==> config.mk <==
export PLATFORM = sky130hd
export DESIGN_NAME = logic_unit_pipe
export DESIGN_NICKNAME = d
export VERILOG_FILES = /design/src/rtl/logic_pkg.sv /design/src/rtl/logic_op_comb.sv /design/src/rtl/logic_unit_pipe.sv
export SDC_FILE = /design/constraint.sdc
export NUM_CORES = 1
export LEC_CHECK = 0
export ABC_AREA = 1
export BUFFER_PORTS_ARGS = -buffer_cell sky130_fd_sc_hd__buf_4
export CAP_MARGIN = 20
export CORE_ASPECT_RATIO = 2
export CORE_UTILIZATION = 61
export DETAILED_ROUTE_END_ITERATION = 12
export PLACE_DENSITY = 0.82
export SLEW_MARGIN = 20
export SYNTH_ARGS = -nofsm -noshare
export SYNTH_HDL_FRONTEND = slang
export SYNTH_SLANG_ARGS = --single-unit
==> constraint.sdc <==
create_clock -name clk -period 5.7 [get_ports clk]
set_input_delay 0 -clock clk [delete_from_list [all_inputs] [get_ports clk]]
set_output_delay 0 -clock clk [all_outputs]
set_load 0.01 [all_outputs]
==> src/rtl/logic_pkg.sv <==
// Shared definitions for the bitwise logic path: op encoding used by decode, the unit and benches.
package logic_pkg;

    localparam int OP_W = 3;

    typedef enum logic [OP_W-1:0] {
        OP_AND   = 3'd0,
        OP_OR    = 3'd1,
        OP_XOR   = 3'd2,
        OP_XNOR  = 3'd3,
        OP_NAND  = 3'd4,
        OP_NOR   = 3'd5,
        OP_ANDN  = 3'd6,
        OP_PASSA = 3'd7
    } op_e;

endpackage

==> src/rtl/logic_op_comb.sv <==
// Combinational WIDTH-bit bitwise operator; every result bit depends only on a[i], b[i].
module logic_op_comb
    import logic_pkg::*;
#(
    parameter int WIDTH = 32
) (
    input  logic [WIDTH-1:0] a,
    input  logic [WIDTH-1:0] b,
    input  logic [OP_W-1:0]  op,
    output logic [WIDTH-1:0] y
);

    always_comb begin
        y = '0;
        case (op)
            OP_AND:   y = a & b;
            OP_OR:    y = a | b;
            OP_XOR:   y = a ^ b;
            OP_XNOR:  y = ~(a ^ b);
            OP_NAND:  y = ~(a & b);
            OP_NOR:   y = ~(a | b);
            OP_ANDN:  y = a & ~b;
            OP_PASSA: y = a;
            default:  y = '0;
        endcase
    end

endmodule

==> src/rtl/logic_unit_pipe.sv <==
// Pipelined bitwise logic unit: one output register backed by a one-entry result skid,
// valid/ready on both sides, result flags and a saturating accepted-op counter.
module logic_unit_pipe
    import logic_pkg::*;
#(
    parameter int WIDTH = 32,
    parameter int CNT_W = 16
) (
    input  logic             clk,
    input  logic             rst_n,
    input  logic             in_valid,
    output logic             in_ready,
    input  logic [WIDTH-1:0] in_a,
    input  logic [WIDTH-1:0] in_b,
    input  logic [OP_W-1:0]  in_op,
    output logic             out_valid,
    input  logic             out_ready,
    output logic [WIDTH-1:0] out_data,
    output logic             out_zero,
    output logic             out_parity,
    output logic [CNT_W-1:0] op_count,
    input  logic             cnt_clr
);

    function automatic logic [CNT_W-1:0] sat_inc(input logic [CNT_W-1:0] v);
        return (&v) ? v : v + CNT_W'(1);
    endfunction

    logic [WIDTH-1:0] res_p0;
    logic [WIDTH-1:0] src_p0;
    logic             accept_p0;
    logic             load_p0;

    logic [WIDTH-1:0] out_data_p1;
    logic             out_zero_p1;
    logic             out_par_p1;
    logic             vld_p1;
    logic [WIDTH-1:0] skid_data_p1;
    logic             skid_vld_p1;
    logic [CNT_W-1:0] cnt_p1;

    logic_op_comb #(.WIDTH(WIDTH)) u_op (
        .a  (in_a),
        .b  (in_b),
        .op (in_op),
        .y  (res_p0)
    );

    assign accept_p0 = in_valid && in_ready;
    assign load_p0   = !vld_p1 || out_ready;
    // A full skid always holds the older result, so it wins the output mux.
    assign src_p0    = skid_vld_p1 ? skid_data_p1 : res_p0;

    // ---- stage p0 -> p1: output register, skid and counter ----
    always_ff @(posedge clk or negedge rst_n) begin
        if (!rst_n) begin
            vld_p1      <= 1'b0;
            out_data_p1 <= '0;
            out_zero_p1 <= 1'b1;
            out_par_p1  <= 1'b0;
            skid_vld_p1 <= 1'b0;
        end else begin
            if (load_p0) begin
                vld_p1 <= skid_vld_p1 || accept_p0;
                if (skid_vld_p1 || accept_p0) begin
                    out_data_p1 <= src_p0;
                    out_zero_p1 <= ~|src_p0;
                    out_par_p1  <= ^src_p0;
                end
                skid_vld_p1 <= 1'b0;
            end else if (accept_p0) begin
                skid_vld_p1 <= 1'b1;
            end
        end
    end

    always_ff @(posedge clk) begin
        if (!load_p0 && accept_p0) begin
            skid_data_p1 <= res_p0;
        end
    end

    always_ff @(posedge clk or negedge rst_n) begin
        if (!rst_n) begin
            cnt_p1 <= '0;
        end else if (cnt_clr) begin
            cnt_p1 <= '0;
        end else if (accept_p0) begin
            cnt_p1 <= sat_inc(cnt_p1);
        end
    end

    assign in_ready   = !skid_vld_p1;
    assign out_valid  = vld_p1;
    assign out_data   = out_data_p1;
    assign out_zero   = out_zero_p1;
    assign out_parity = out_par_p1;
    assign op_count   = cnt_p1;

endmodule

Word level (Yosys, flattened, before mapping):

Cells that the tools add are included.

* add/subtract/negate cells: 1
* equality and inequality tests: 8
* multiplexer cells: 7
* bitwise gates (word level): 8
* reductions and logical operators: 16

Operator list (number)
* one-hot mux 32 bit (8 select lines): 1
* NOT 32 bit: 4
* bitwise AND 32 bit: 2
* two-way mux 16 bit: 3
* two-way mux 32 bit: 1
* OR 32 bit: 1
* OR reduction 32 bit: 1
* parity 32 bit: 1
* XOR 32 bit: 1
* adder 16 x 1 -> 16 bit, second input constant: 1
* AND reduction 16 bit: 1
* equality test 3 bit, second input constant: 4
* equality test 3 x 2 -> 1 bit, second input constant: 2
* zero test 1 bit: 4
* AND reduction 2 bit: 2
* nonzero test 2 bit: 2
* equality test 3 x 1 -> 1 bit, second input constant: 1
* zero test 3 bit: 1
* logical AND 1 bit: 2
* logical OR 1 bit: 2
* two-way mux 1 bit: 2
* inequality test 2 bit, second input constant: 1

* register bits: 84
* input bits: 72
* output and inout port bits: 52
* logic and storage cells: 47

Longest topological paths before layout:

* depth in word-level cells: 6
* gate-level depth with buffers: 21
* mapped depth without buffers: 20

Hierarchy:

Synthesis repeated with hierarchy kept, for this count alone.

* cell total of the unflattened synthesis: 1215
* area, all modules: 8494.4 um^2

By module, submodules not included
* logic_unit_pipe: times used 1, cells an instance 452, area each 4254.1 um^2, seq. area each 2263.4 um^2
* logic_op_comb: times used 1, cells an instance 763, area each 4240.3 um^2, seq. area each 0.0 um^2

Least setup slack after synthesis:

No wires, ideal clock.

* path type: register to register
* start point: register vld_p1, in the netlist out_valid
* end point: register skid_data_p1[0], enable pin
* library setup time: 421 ps
* arrival time: 2012 ps
* data required time: 5279 ps
* setup slack: 3267 ps
* cell stages (with the launch flop): 5
* path buffers: 0
* clock period less this slack: 2433 ps
* cell sequence: dfrtp_1 > inv_1 > nor2_1 > inv_1 > nor2_1

* longest elaborated chain between the ends: 4

RTL lines
* start: declaration: line logic_unit_pipe.sv:37 `logic vld_p1;`
* start signal: assignment: line logic_unit_pipe.sv:64 `vld_p1 <= skid_vld_p1 || accept_p0;`
* zero test 1 bit: line logic_unit_pipe.sv:50 `assign load_p0 = !vld_p1 || out_ready;`
* logical OR 1 bit: line logic_unit_pipe.sv:50
* zero test 1 bit: line logic_unit_pipe.sv:78 `if (!load_p0 && accept_p0) begin`
* logical AND 1 bit: line logic_unit_pipe.sv:78
* end signal: assignment: line logic_unit_pipe.sv:79 `skid_data_p1 <= res_p0;`
* end: declaration: line logic_unit_pipe.sv:38 `logic [WIDTH-1:0] skid_data_p1;`

Every way passes these cells.
A chain may end at the register's enable or synchronous reset.

Worst setup path in the final report:

* start point: input in_op[1]
* end point: register out_par_p1, in the netlist out_parity

* longest elaborated chain between the ends: 4
* elaborated cells between the ends (all ways): 11
* those cells by class: eq/ne: 7; mux: 2; reduce/logical: 2

RTL lines
* start: declaration: line logic_unit_pipe.sv:15 `input logic [OP_W-1:0] in_op,`
* equality test 3 bit (tied with other cells): line logic_op_comb.sv:15 `case (op)`
* one-hot mux 32 bit (8 select lines) (*): line logic_op_comb.sv:15
* two-way mux 32 bit (*): line logic_unit_pipe.sv:52 `assign src_p0 = skid_vld_p1 ? skid_data_p1 : res_p0;`
* parity 32 bit (*): line logic_unit_pipe.sv:68 `out_par_p1 <= ^src_p0;`
* end signal: assignment: line logic_unit_pipe.sv:68
* end: declaration: line logic_unit_pipe.sv:36 `logic out_par_p1;`

Every way passes the cells marked *; elsewhere a longest branch is shown, timed or not.

==> results.md <==
* Clock root cell: clkbuf_16
* Post-synthesis area per instance at 7.12 sq um
* Final setup viols at 0
* Sequential Power Share at 0.344
* Synthesized Nets at 1368
* Area share of the largest cell type after synthesis at 0.168
* Number of DRC markers in iteration 0 at 560
* First-pass GRT wire length at 35500 um
* CP Class: in -> reg
* Pin count of the biggest net entering global routing at 74
* Fmax at 385 MHz
* Antenna cells at 0
* Design area at 0.00957 sq mm
* Critical path fanouts, max at 38
* Ranking of synthesized cells by area: ha_1 17%, dfrtp_1 15%, nand2_1 13%
* Gpl congestion at 0.879
* Placed insts at 1410
* Final Cycle Share at 0.456
* Worst Path Arrival at 2.83 ns
* Switching Share at 0.367
* Status: completed
* Die H at 168 um
* Maxcap violations at 0
* Clk sinks at 84
* Sw power at 0.792 mW
* Post-Syn Area at 0.00842 sq mm
* Sequential element share of the synthesized area at 0.269
* Wire length on met3 at 1230 um
* Worst Setup Start Kind: input port
* Die Width at 85.1 um
* Dominant cell type by area after synthesis: ha_1
* Ys flop type: dfrtp_1
* Total track usage at 0.311
* Dpl hpwl at 15900 um
* Routed metal-1 wirelength at 8140 um
* Area growth syn-to-layout at 13.6%
* Remaining Overflow, GRT at 0
* Final hold vios at 0
* Synth Register Bits at 84
* DRC at 0
* Clock Latency Late Sink at 0.34 ns
* Post-synthesis async set-or-reset flop share at 0.619
* TritonCTS Buffers at 9
* R2R depth at 15
* Slew at the pin closest to its max-slew limit at 0.890 ns
* Worst Skew at 0.0104 ns
* HP Class: in -> reg
* Met2 WL at 11800 um
* RSZ-0062 raised after global routing: false
* Worst EP required at 5.93 ns
* Row count at 60
* Initial core utilization at 0.627
* Avg Vias per Cell at 5.77
* Max-slew headroom at 0.405
* Post-route insts no fill at 1431
* IO Pins at 124
* PD cells at 226 mW/mm^2
* Port Buffer Count at 123
* H-tree depth at 3
* Critical path capture point type: flop
* Clock transition at path regs at 0.07 ns
* P_int at 1.37 mW
* CTS tree: yes
* Via Count at 8264
* Logic pwr share at 0.377
* Longest Clk Path Bufs at 2
* Final WL at 21900 um
* Max layer used: met4
* Pins Over Slew Limit at 0
* Setup TNS at 0 ns
* Cell variety after synth at 34
* Hold Path Depth at 4
* Routed Antenna Nets at 0
* Total power at 2.16 mW
* Fin crit period at 2.60 ns
* Die footprint at 0.0143 sq mm
* DRT Pass-1 Iters at 6
* Avg WL per Cell at 15.3 um
* P_leak at 5.15 nW
* Fraction of layout cells with a size suffix above 1 at 0.166
* Initial antenna violation count at 0
* Gate Count Post-Synth at 1183
* CORE AREA at 0.0134 sq mm
* Clk pwr share at 0.279
* Vias in the first global route at 7873
* Placement Cell Area at 0.00922 sq mm
* Post-synth EDFFs at 32
* Fin nets at 1456
* Yosys warns at 0
* Peak VDD IR at 139 uV
## state kept, by name, summed over array words and instances (netlist names)
register	flops
out_parity	1
out_data	32
skid_vld_p1	1
out_valid	1
skid_data_p1	32
op_count	16
out_zero	1
## routing by layer
metal,GRT usage,up-vias
met3,0.0324,51
met1,0.338,3831
li1,-,4083
met4,0.139,0
met5,0,-
met2,0.592,299
## power groups by stage
stage / clock network, mW / logic (mW) / registers (mW)
5_1_grt: 0.627 / 0.918 / 0.750
4_1_cts: 0.606 / 0.810 / 0.743
3_5_place_dp: 0 / 0.801 / 0.755
6_report: 0.602 / 0.813 / 0.744
2_1_floorplan: 0 / 0.509 / 0.775
3_3_place_gp: 0 / 0.781 / 0.752
## cells by family after synthesis
| group | Yosys count | share of synthesized area |
|---|---|---|
| and+or+nand+nor | 703 | 0.400 |
| buffers and inverters | 203 | 0.110 |
| adders and majority gates | 113 | 0.168 |
| DFF | 84 | 0.269 |
| AOI/OAI and AO/OA | 77 | 0.0502 |
| xor gates and xnor gates | 3 | 0.00312 |
## layout by cell type (no fill, tap or decap), drive strengths merged, types with 10 or more instances in the layout
cell type  synthesis  layout
buf               43     131
clkbuf            16      10
dfrtp             51      51
edfxtp            32      32
ha               113     113
inv              144     147
nand2            298     298
nand3             88      88
nand3b            32      32
nand4            116     116
nor2             125     125
o21ai             77      77
or2               34      34
## per-stage QoR
stage               hold slack, ns   util  worst slack [ns]
detailed placement          0.0662  0.686              2.76
floorplan                   -0.296      -              3.27
CTS                          0.126  0.712              3.11
global route                 0.161  0.712              2.81
finish                       0.127  0.712              3.10
global placement            0.0589  0.686              2.84
## cell usage after synthesis, drive strengths merged (32+ instances only)
library cell / n
nor2: 125
dfrtp: 51
ha: 113
or2: 34
edfxtp: 32
nand3b: 32
nand3: 88
inv: 144
nand2: 298
buf: 43
nand4: 116
o21ai: 77
## cell type report
type                       count  area (sq um)
fill                        1166          3870
timing repair buffer         136          1030
multi-input combinational    896          5240
clock buffer                  10           229
sequential                    84          2260
tap                          155           194
inverter                     144           541
clock inverter                 6          70.1
## path summary, 6_finish.rpt
check	start	to	slack, ns
worst min-delay path	in_b[11]	skid_data_p1[11]	0.13
worst max-delay path	in_op[1]	out_parity	3.10
worst max register to register	skid_vld_p1	out_parity	3.19
max in group asynchronous	rst_n	out_data[30]	5.02
worst min register to register	out_zero	out_zero	0.47
min in group asynchronous	rst_n	op_count[15]	0.22
## critical path: stages
cell     delay (ns)
buf_4          0.44
nand3_2        0.67
o21ai_1        0.38
nor2_1         0.11
nand4_1        0.13
nand2_1        0.08
ha_1           0.32
inv_1          0.08
nand2_1        0.07
nand2_1        0.06
nand3_1        0.06
nand2_1        0.11
nand2_1        0.07
nand2_1        0.06
nand2_1        0.05
nand3_1        0.06
nand2_1        0.05
## timing repair
item                                   4_1_cts  5_1_grt
endpoints found under the hold margin       57        0
resized for setup                            0        0
buffers inserted                             0        0
hold buffers                                 5        0
No activity file was read; power rests on OpenSTA's default activity.
